**src/rtl/alu_srcb_stage_pkg.sv**
```systemverilog
// alu_srcb_stage_pkg: immediate extension encodings and defaults for the ALU operand-B stage
package alu_srcb_stage_pkg;
  typedef enum logic [1:0] {
    EXT_SIGN = 2'd0,
    EXT_ZERO = 2'd1,
    EXT_SHL2 = 2'd2,
    EXT_LUI  = 2'd3
  } ext_mode_e;
  localparam int CONST_VAL_DEF = 4;
endpackage

```
**src/rtl/alu_srcb_stage_ext.sv**
```systemverilog
// srcb_ext: combinational immediate extender (sign, zero, branch offset, upper)
module srcb_ext
  import alu_srcb_stage_pkg::*;
#(
  parameter int W    = 32,
  parameter int IMMW = 16
) (
  input  logic [IMMW-1:0] imm,
  input  logic [1:0]      ext_mode,
  output logic [W-1:0]    ext
);
  logic [W-1:0] sx, zx;
  assign sx = {{(W-IMMW){imm[IMMW-1]}}, imm};
  assign zx = {{(W-IMMW){1'b0}}, imm};
  always_comb begin
    ext = ext_mode == EXT_SIGN ? sx :
          ext_mode == EXT_ZERO ? zx :
          ext_mode == EXT_SHL2 ? sx << 2 :
          {imm, {(W-IMMW){1'b0}}};
  end
endmodule

```
**src/rtl/alu_srcb_stage.sv**
```systemverilog
// alu_srcb_stage: registered operand-B source select feeding a 2-entry valid/ready buffer
module alu_srcb_stage
  import alu_srcb_stage_pkg::*;
#(
  parameter int W         = 32,
  parameter int NSRC      = 2,
  parameter int IMMW      = 16,
  parameter int SELW      = 3,
  parameter int CONST_VAL = CONST_VAL_DEF,
  parameter int ECNTW     = 8
) (
  input  logic              clk,
  input  logic              rst_n,
  input  logic              in_valid,
  output logic              in_ready,
  input  logic [SELW-1:0]   src_sel,
  input  logic [1:0]        ext_mode,
  input  logic [NSRC*W-1:0] src_bus,
  input  logic [IMMW-1:0]   imm,
  output logic              out_valid,
  input  logic              out_ready,
  output logic [W-1:0]      out_data,
  output logic              out_err,
  output logic [ECNTW-1:0]  err_count
);
  logic [W-1:0] ext, sel_data, d0, d1;
  logic         sel_err, e0, e1, acc, pop;
  logic [1:0]   count;
  srcb_ext #(.W(W), .IMMW(IMMW)) u_ext (.imm(imm), .ext_mode(ext_mode), .ext(ext));
  always_comb begin
    sel_data = '0;
    sel_err  = 1'b0;
    for (int k = 0; k < NSRC; k++)
      if (src_sel == SELW'(k)) sel_data = src_bus[k*W +: W];
    if (src_sel == SELW'(NSRC)) sel_data = W'(CONST_VAL);
    if (src_sel == SELW'(NSRC+1)) sel_data = ext;
    if (src_sel > SELW'(NSRC+1)) sel_err = 1'b1;
  end
  assign in_ready  = ~count[1];
  assign out_valid = count != 2'd0;
  assign acc       = in_valid & in_ready;
  assign pop       = out_valid & out_ready;
  assign out_data  = d0;
  assign out_err   = e0;
  // d0/e0 is the head; d1/e1 only fills when an accept lands on a one-deep buffer that is not popping
  always_ff @(posedge clk or negedge rst_n) begin
    if (!rst_n) begin
      count     <= '0;
      d0        <= '0;
      e0        <= 1'b0;
      d1        <= '0;
      e1        <= 1'b0;
      err_count <= '0;
    end else begin
      count <= count + 2'(acc) - 2'(pop);
      if (acc & sel_err & ~&err_count) err_count <= err_count + 1'b1;
      if (acc && (count == 2'd0 || (count == 2'd1 && pop))) {d0, e0} <= {sel_data, sel_err};
      else if (pop && count == 2'd2) {d0, e0} <= {d1, e1};
      if (acc && count == 2'd1 && !pop) {d1, e1} <= {sel_data, sel_err};
    end
  end
endmodule
```
**config.mk**
```make
export PLATFORM = sky130hd
export DESIGN_NAME = alu_srcb_stage
export DESIGN_NICKNAME = d
export VERILOG_FILES = /design/src/rtl/alu_srcb_stage_pkg.sv /design/src/rtl/alu_srcb_stage_ext.sv /design/src/rtl/alu_srcb_stage.sv
export SDC_FILE = /design/constraint.sdc
export NUM_CORES = 1
export LEC_CHECK = 0
export ABC_AREA = 1
export CELL_PAD_IN_SITES_DETAIL_PLACEMENT = 1
export CELL_PAD_IN_SITES_GLOBAL_PLACEMENT = 2
export CORE_MARGIN = 3
export CORE_UTILIZATION = 23
export DETAILED_ROUTE_END_ITERATION = 7
export PLACE_DENSITY = 0.81
export SLEW_MARGIN = 25
export SYNTH_ARGS = -nofsm -noshare
export SYNTH_HDL_FRONTEND = slang
export SYNTH_SLANG_ARGS = --single-unit
```
**constraint.sdc**
```tcl
create_clock -name clk -period 1.55 [get_ports clk]
set_clock_uncertainty 0.1 [all_clocks]
set_input_delay 0.31 -clock clk [delete_from_list [all_inputs] [get_ports clk]]
set_output_delay 0.31 -clock clk [all_outputs]
set_load 0.02 [all_outputs]
```
==> results.md, run 1 <==
- Status: finished, final reports clean
- Final Hold Viols: 0
- Initial antenna violation count: 1
- Fmax: 0.650 GHz
- Full die area: 22600 sq um
- Routed WL per cell: 15.9 um
- Max FO, Critical Path: 6
- R2R depth: 8
- Max-capacitance violation count: 0
- I/O pins: approximately 130
- Largest net degree at the start of global routing: 33
- Total vias in the final route: 5233
- Core area: between 20000 and 25000 sq um
- Layout area overhead: 54.9%
- Fin util: 0.364
- RePlAce Congestion: 0.802
- Sequential share of the synthesized area: 0.398
- Worst setup path start: ext_mode[1]
- Initial Utilization: 0.235
- Period minus WS final: 1.54 ns
- Peak VDD IR: 0.465 mV
- Syn Nets: 811
- Hold Path Class: in2async
- Via count of the first global-routing pass: 5335
- Total Neg Setup Slack: 0 ns
- Count of buffers from port buffering: 131
- Inst Count DP: about 1100
- Worst slew pin tran: 0.346 ns
- Power Dens Cells: 1420 nW/um^2
- Clock transition at the registers of the reported paths: ~0.06 ns
- CTS tree: built
- Setup-failing EPs final: 0
- R2r endpoint: out_data[14]
- Min Hold Slack: between 0.3 and 0.4 ns
- Routed WL: 18.5 mm
- First-pass GRT wire length: 28.6 mm
- Layout cells sized above 1: 0.155
- Leak pwr: 3.73 nW
- # clock sinks: 76
- CTS Buf Count: 9
- Core Rows: 52
- Grt total ovfl: 0
- DR vias/cell: 4.48
- Setup CP Type: in2reg
- TritonRoute pass-1 iters: 4
- Primary FF master, synth: dfrtp_1
- R2r setup slk: 0.03 ns
- Number of routed nets with antenna violations: 0
- Final Non-Filler Cells: 1169
- Most frequent cells in the layout: nand2_1 (300), nand3_1 (112), clkdlybuf4s50_1 (82), dfrtp_1 (75), inv_1 (70)
- Fraction of registers with async set/reset: 1.00
- Most common cell after layout, fill and taps aside: nand2_1
- FF-to-FF Start: count[1]
- CP Data Required Time: 1.69 ns
- RSZ-0062 raised after global routing: yes
- Drt drc: 0
- Critical Path AT: 1.68 ns
- Fillers: about 2500
- Max Slew Vio Count: 0
- # nets final: 987
- Avg Inst Size Synth: 6.65 sq um
- Final setup margin: 0.0122 ns
- Die Y: around 150 um
- ANT cells: 0
- 1st-iter DRT viols: 190
- Die X: 150 um
- Setup crit end kind: flip-flop
- All-layer global routing usage: 0.163
- Post-synth EDFFs: 0
- Clock latency on the worst-skew pair: 0.35 ns
- Root buffer cell: clkbuf_16
- Synth unique cells: 29
- Relative slew margins: 0.769
- Final HPWL DP: around 13 mm
- Post-Syn Instances: 719
- Synthesis warning total: 0
- Setup crit start kind: primary input
- Clk buf depth: 2
- Tcrit/Tclk final: 0.992
- Dpl ws: -0.465 ns
- Flops & latches, synth: 76
- Synth Cell Area: 4780 sq um
- H-tree levels: 3
layer usage:
metal  vias up  global-route usage  share of wire
met5         -                   0              0
met4         0              0.0526          0.018
met3        19              0.0301          0.043
met2        88               0.278           0.49
met1      2499               0.209           0.44
li1       2627                   -              -
final cells by class:
cell class / instances / area (sq um) / area share
Clock buffer: 10 / 229 / 0.0309
Inverter: 78 / 305 / 0.0412
Clock inverter: 5 / 30.0 / 0.00405
Tap cell: 270 / 338 / 0.0456
Sequential cell: 76 / 1900 / 0.257
Multi-Input combinational cell: 528 / 2540 / 0.344
Timing Repair Buffer: 202 / 2060 / 0.278
cells in the mapped netlist, types with 2 or more instances:
| cell type | number | area [sq um] |
|---|---|---|
| o22ai_1 | 5 | 31.3 |
| nand4_1 | 3 | 18.8 |
| buf_1 | 2 | 7.51 |
| inv_1 | 70 | 263 |
| buf_4 | 5 | 37.5 |
| dfrtp_1 | 76 | 1900 |
| ha_1 | 3 | 37.5 |
| nand2_1 | 308 | 1160 |
| xor2_1 | 5 | 43.8 |
| nand3_4 | 2 | 35.0 |
| nand3_1 | 122 | 611 |
| buf_6 | 4 | 45.0 |
| nor2_2 | 2 | 12.5 |
| o21ai_0 | 37 | 185 |
| o21ai_1 | 9 | 45.0 |
| a21oi_1 | 3 | 15.0 |
| nor3_2 | 2 | 20.0 |
| buf_2 | 22 | 110 |
| xnor2_1 | 2 | 17.5 |
| inv_2 | 8 | 30.0 |
| nor3_1 | 4 | 20.0 |
| nor2_1 | 13 | 48.8 |
| clkbuf_1 | 6 | 22.5 |
critical path: stages:
cell and delay, ns:
clkdlybuf4s50_1 0.42, buf_6 0.15, buf_4 0.13, buf_4 0.15, nand3_1 0.09, nand3_1 0.11, nand2_1 0.13, nand3_2 0.07
nand2_1 0.07, nand2_1 0.05
worst max path at each step:
stage | slack (ns) | endpoint | cells after the start
6_report | 0.01 | out_data[14] | 10
5_1_grt | -0.07 | out_data[14] | 10
4_1_cts | 0.004 | count[1] | 7
3_5_place_dp | -0.46 | out_data[9] | 8
3_3_place_gp | -0.43 | count[1] | 8
2_1_floorplan | 0.004 | count[1] | 7
stage by stage:
stage	power [W]	area, sq um
after floorplan	0.00605	4790
after global placement	0.00820	6750
after detailed placement	0.00830	6750
after CTS	0.0103	7120
after global routing	0.0113	7410
final	0.0105	7410
power by group:
group / total (W) / switching (W) / internal (W)
sequential: 0.00337 / 0.000474 / 0.00290
combinational: 0.00519 / 0.00296 / 0.00223
clock: 0.00193 / 0.000862 / 0.00107
total: 0.0105 / 0.00430 / 0.00620
registers in the layout, indices dropped and copies added, names as in the netlist:
signal     flops
out_data      32
d1            32
out_err        1
e1             1
count          2
err_count      8
what timing repair did:
| item | in CTS | in global routing |
|---|---|---|
| hold buffers | 1 | 0 |
| setup endpoints to repair | 94 | 64 |
| pin swaps | 5 | 16 |
| hold endpoints to repair | 19 | 0 |
| cloned | 2 | 4 |
| resized for setup | 60 | 53 |
| setup buffers | 9 | 6 |
cells by family (layout without fill, tap and decap cells):
| group | after synthesis | count (layout) | synth area share |
|---|---|---|---|
| AND/OR/NAND/NOR | 459 | 461 | 0.409 |
| buffers and inverters | 117 | 295 | 0.108 |
| flip-flops | 76 | 76 | 0.398 |
| adder cells (fa/ha/maj) | 3 | 3 | 0.00785 |
| AO/OA/AOI/OAI | 57 | 57 | 0.0651 |
| XOR/XNOR | 7 | 7 | 0.0128 |
Power figures use the tool's default switching activity.
==> run 2, diff against run 1 <==
- CORE_UTILIZATION: 23 -> 28
- PLACE_DENSITY: 0.81 -> 0.92
- clock period: 1.55 -> 1.85 ns (I/O delays scaled with it)
==> results.md, run 2 (synthesis results as in run 1) <==
- Tcrit/Tclk final: 0.970
- Setup-failing EPs final: 0
- Post-CTS setup buffers: 0
- TritonRoute pass-1 iters: 4
- Min Hold Slack: ~0.37 ns
- Layout area overhead: 45.7%
- Core Rows: 47
- Root buffer cell: clkbuf_16
- Slowest stage cell on the critical path: clkdlybuf4s50_1
- Buf+Inv Stages, Crit Path: 1
- Fmax: 0.557 GHz
- Setup CP Type: reg2out
- CP peak stage delay: 0.61 ns
- Hold Path Class: in2async
- # nets final: 968
- Clock latency on the worst-skew pair: 0.34 ns
- Setup crit end kind: output port
- Period minus WS final: 1.80 ns
- Status: finished, final reports clean
- Power Dens Cells: 1240 nW/um^2
- Most common cell after layout, fill and taps aside: nand2_1
- Grt total ovfl: 0
- Core area: 16600 sq um
- Worst slew pin tran: around 0.32 ns
- Peak VDD IR: 0.450 mV
- Critical Path AT: 1.33 ns
- CP cell instances: clkdlybuf4s50_1
- CTS tree: built
- Die X: 137 um
- Final Hold Viols: 0
- Initial antenna violation count: 0
- 1st-iter DRT viols: 230
- Top delay family on crit path: buffers and inverters
- Relative slew margins: 0.787
- CP Data Required Time: around 1.4 ns
- H-tree levels: 3
- Layout cells sized above 1: 0.0999
- RePlAce Congestion: 0.845
- Largest net degree at the start of global routing: 35
- Final HPWL DP: 13.1 mm
- RSZ-0062 raised after global routing: no
- Max Slew Vio Count: 0
- All-layer global routing usage: 0.188
- Total power: ~0.0086 W
- Routed WL: 17.1 mm
- Most frequent cells in the layout: nand2_1 (308), nand3_1 (122), clkdlybuf4s50_1 (117), dfrtp_1 (76), inv_1 (70)
- Number of routed nets with antenna violations: 0
- # clock sinks: 76
- Full die area: 18700 sq um
- First-pass GRT wire length: 27.4 mm
- Clock transition at the registers of the reported paths: 0.06 ns
- Die Y: 137 um
- Routed WL per cell: 15.5 um
- Max FO, Critical Path: 2
- Total vias in the final route: 5128
- Drt drc: 0
- I/O pins: 132
- ANT cells: 0
- DR vias/cell: around 4.7
- Initial Utilization: 0.287
- Setup crit start kind: flip-flop
- Via count of the first global-routing pass: 5305
- Clk buf depth: 2
- CTS Buf Count: 9
- Leak pwr: 3.54 nW
- Count of buffers from port buffering: between 100 and 150
- Max-capacitance violation count: 0
run 2: routing by layer:
layer  vias to the layer above  share of wire  GRT usage
li1                       2578              -          -
met1                      2431           0.46      0.242
met2                       101           0.49      0.323
met3                        18          0.038     0.0268
met4                         0          0.017     0.0616
met5                         -              0          0
run 2: cell type report:
class                      count  area [sq um]
fill                        2143          9670
timing repair buffer         185          1830
multi-input combinational    526          2370
sequential                    76          1900
inverter                      78           293
tap                          220           275
clock buffer                  12           256
clock inverter                 4          47.5
run 2: per-stage QoR:
step                      TNS [ns]  setup WS, ns  cell area, sq um  std cells  utilization
final                            0        0.0547              6970       1101        0.419
after global routing             0       0.00225              6970       1101        0.419
after CTS                        0       0.00551              6960       1101        0.418
after detailed placement     -9.23        -0.215              6660       1084        0.400
after global placement       -8.10        -0.197              6660       1084        0.400
after floorplan                  0         0.259              4780        719            -
run 2: power by group:
| part | total (W) | switching (W) | internal [W] |
|---|---|---|---|
| clock | 0.00182 | 0.000706 | 0.00111 |
| sequential | 0.00285 | 0.000425 | 0.00243 |
| combinational | 0.00394 | 0.00223 | 0.00172 |
run 2: worst paths after layout:
path / from / endpoint / slack (ns) / depth (start not counted)
worst min register to register: out_data[22] / out_data[22] / 0.37 / 2
worst max register to register: count[1] / err_count[4] / 0.23 / 6
worst max-delay path: out_data[5] / out_data[5] / 0.05 / 1
min in group clk: out_data[22] / out_data[22] / 0.37 / 2
worst min-delay path: rst_n / err_count[0] / 0.37 / 2
max in group asynchronous: rst_n / d1[18] / 0.77 / 3
run 2: repair_timing:
action,4_1_cts,5_1_grt
gates resized for setup,9,4
hold endpoints to repair,19,0
endpoints found under the setup margin,9,4
pin swaps,0,0
hold buffers,1,0
==> run 3, diff against run 2 <==
- CTS_BUF_LIST: unset -> sky130_fd_sc_hd__clkbuf_2 sky130_fd_sc_hd__clkbuf_4 sky130_fd_sc_hd__clkbuf_8
==> results.md, run 3 (synthesis results as in run 1) <==
- Max Slew Vio Count: 0
- CP cell instances: clkdlybuf4s50_1
- Initial Utilization: 0.287
- Max FO, Critical Path: 2
- Relative slew margins: 0.788
- First-pass GRT wire length: 27.1 mm
- Total vias in the final route: 5079
- Tcrit/Tclk final: 0.975
- Peak VDD IR: around 0.40 mV
- H-tree levels: 3
- Drt drc: 0
- RePlAce Congestion: 0.845
- Fmax: 0.554 GHz
- Slowest stage cell on the critical path: clkdlybuf4s50_1
- Via count of the first global-routing pass: between 5000 and 6000
- All-layer global routing usage: 0.186
- Hold Path Class: in2async
- Largest net degree at the start of global routing: 35
- CTS Buf Count: 9
- Setup crit end kind: output port
- Post-CTS setup buffers: 0
- Number of routed nets with antenna violations: 0
- Power Dens Cells: roughly 1200 nW/um^2
- Worst slew pin tran: roughly 0.32 ns
- Status: finished, final reports clean
- Initial antenna violation count: 0
- # nets final: 968
- Final setup margin: 0.0455 ns
- ANT cells: 0
- I/O pins: roughly 130
- RSZ-0062 raised after global routing: no
- CP Data Required Time: roughly 1.4 ns
- DR vias/cell: about 4.6
- Clk buf depth: 2
- CTS tree: built
- Full die area: roughly 19000 sq um
- Most common cell after layout, fill and taps aside: nand2_1
- Routed WL per cell: 15.4 um
- Clock latency on the worst-skew pair: 0.36 ns
- Max-capacitance violation count: 0
- Grt total ovfl: 0
- Most frequent cells in the layout: nand2_1 (308), nand3_1 (122), clkdlybuf4s50_1 (103), dfrtp_1 (76), inv_1 (70)
- Final HPWL DP: 13.1 mm
- Die X: 137 um
- Leak pwr: around 3.6 nW
- 1st-iter DRT viols: 209
- Die Y: 137 um
- # clock sinks: 76
- Critical Path AT: about 1.3 ns
- Layout area overhead: 43.8%
- Core area: ~17000 sq um
- Buf+Inv Stages, Crit Path: 1
- Dpl ws: -0.215 ns
- Setup CP Type: reg2out
- Clock transition at the registers of the reported paths: around 0.090 ns
- Core Rows: 47
- Layout cells sized above 1: 0.101
- Top delay family on crit path: buffers and inverters
- Final Hold Viols: 0
- Period minus WS final: 1.80 ns
- Total power: roughly 0.0081 W
- Setup crit start kind: flip-flop
- Count of buffers from port buffering: between 100 and 150
- Root buffer cell: clkbuf_8
- Routed WL: 16.9 mm
- Setup-failing EPs final: 0
- Min Hold Slack: 0.340 ns
- TritonRoute pass-1 iters: 4
- CP peak stage delay: roughly 0.63 ns
-- run 3: changes by cell type in the layout (fill, tap and decap cells not counted) --
cell and delta:
dlygate4sd2_1 +8, clkdlybuf4s50_1 -14, clkbuf_1 -1, clkbuf_8 +9, clkbuf_4 +1, dlymetal6s2s_1 +6
clkbuf_16 -9
-- run 3: cell type report --
cell class / instances / area, sq um
Clock inverter: 4 / 47.5
Multi-Input combinational cell: 526 / 2370
Sequential cell: 76 / 1900
Inverter: 78 / 293
Clock buffer: 12 / 159
Tap cell: 220 / 275
Fill cell: 2164 / 9760
Timing Repair Buffer: 185 / 1830
-- run 3: path summary, 6_finish.rpt --
path                       slack, ns  depth (start not counted)           end    startpoint
setup reg to reg                0.23                          6  err_count[4]      count[1]
hold / removal                  0.34                          2         d1[1]         rst_n
hold reg to reg                 0.38                          2  out_data[22]  out_data[22]
setup / recovery                0.05                          1  out_data[23]  out_data[23]
max in group asynchronous       0.79                          3        d1[18]         rst_n
min in group clk                0.38                          2  out_data[22]  out_data[22]
-- run 3: per-layer routing --
layer  track usage  share of wire  wire length, um
met1         0.243           0.47             7930
met4        0.0554          0.013              216
met3        0.0257          0.036              605
met2         0.317           0.48             8190
met5             0              0                0
-- run 3: report_power, final --
group	switching [W]	internal, W	leakage, nW	total, W
registers	0.000418	0.00242	0.978	0.00284
clock network	0.000658	0.000708	0.106	0.00137
logic	0.00222	0.00165	2.50	0.00387
total	0.00329	0.00478	3.59	0.00807
-- run 3: stage by stage --
stage / area, sq um / utilization / setup TNS, ns / std cells
2_1_floorplan: 4780 / - / 0 / 719
3_3_place_gp: 6660 / 0.400 / -8.10 / 1084
3_5_place_dp: 6660 / 0.400 / -9.23 / 1084
4_1_cts: 6850 / 0.412 / 0 / 1101
5_1_grt: 6880 / 0.413 / 0 / 1101
6_report: 6880 / 0.413 / 0 / 1101
-- run 3: what timing repair did --
item,CTS,global route
hold buffers,1,0
endpoints found under the hold margin,19,0
gates cloned,0,0
resized for setup,17,10
endpoints found under the setup margin,17,10
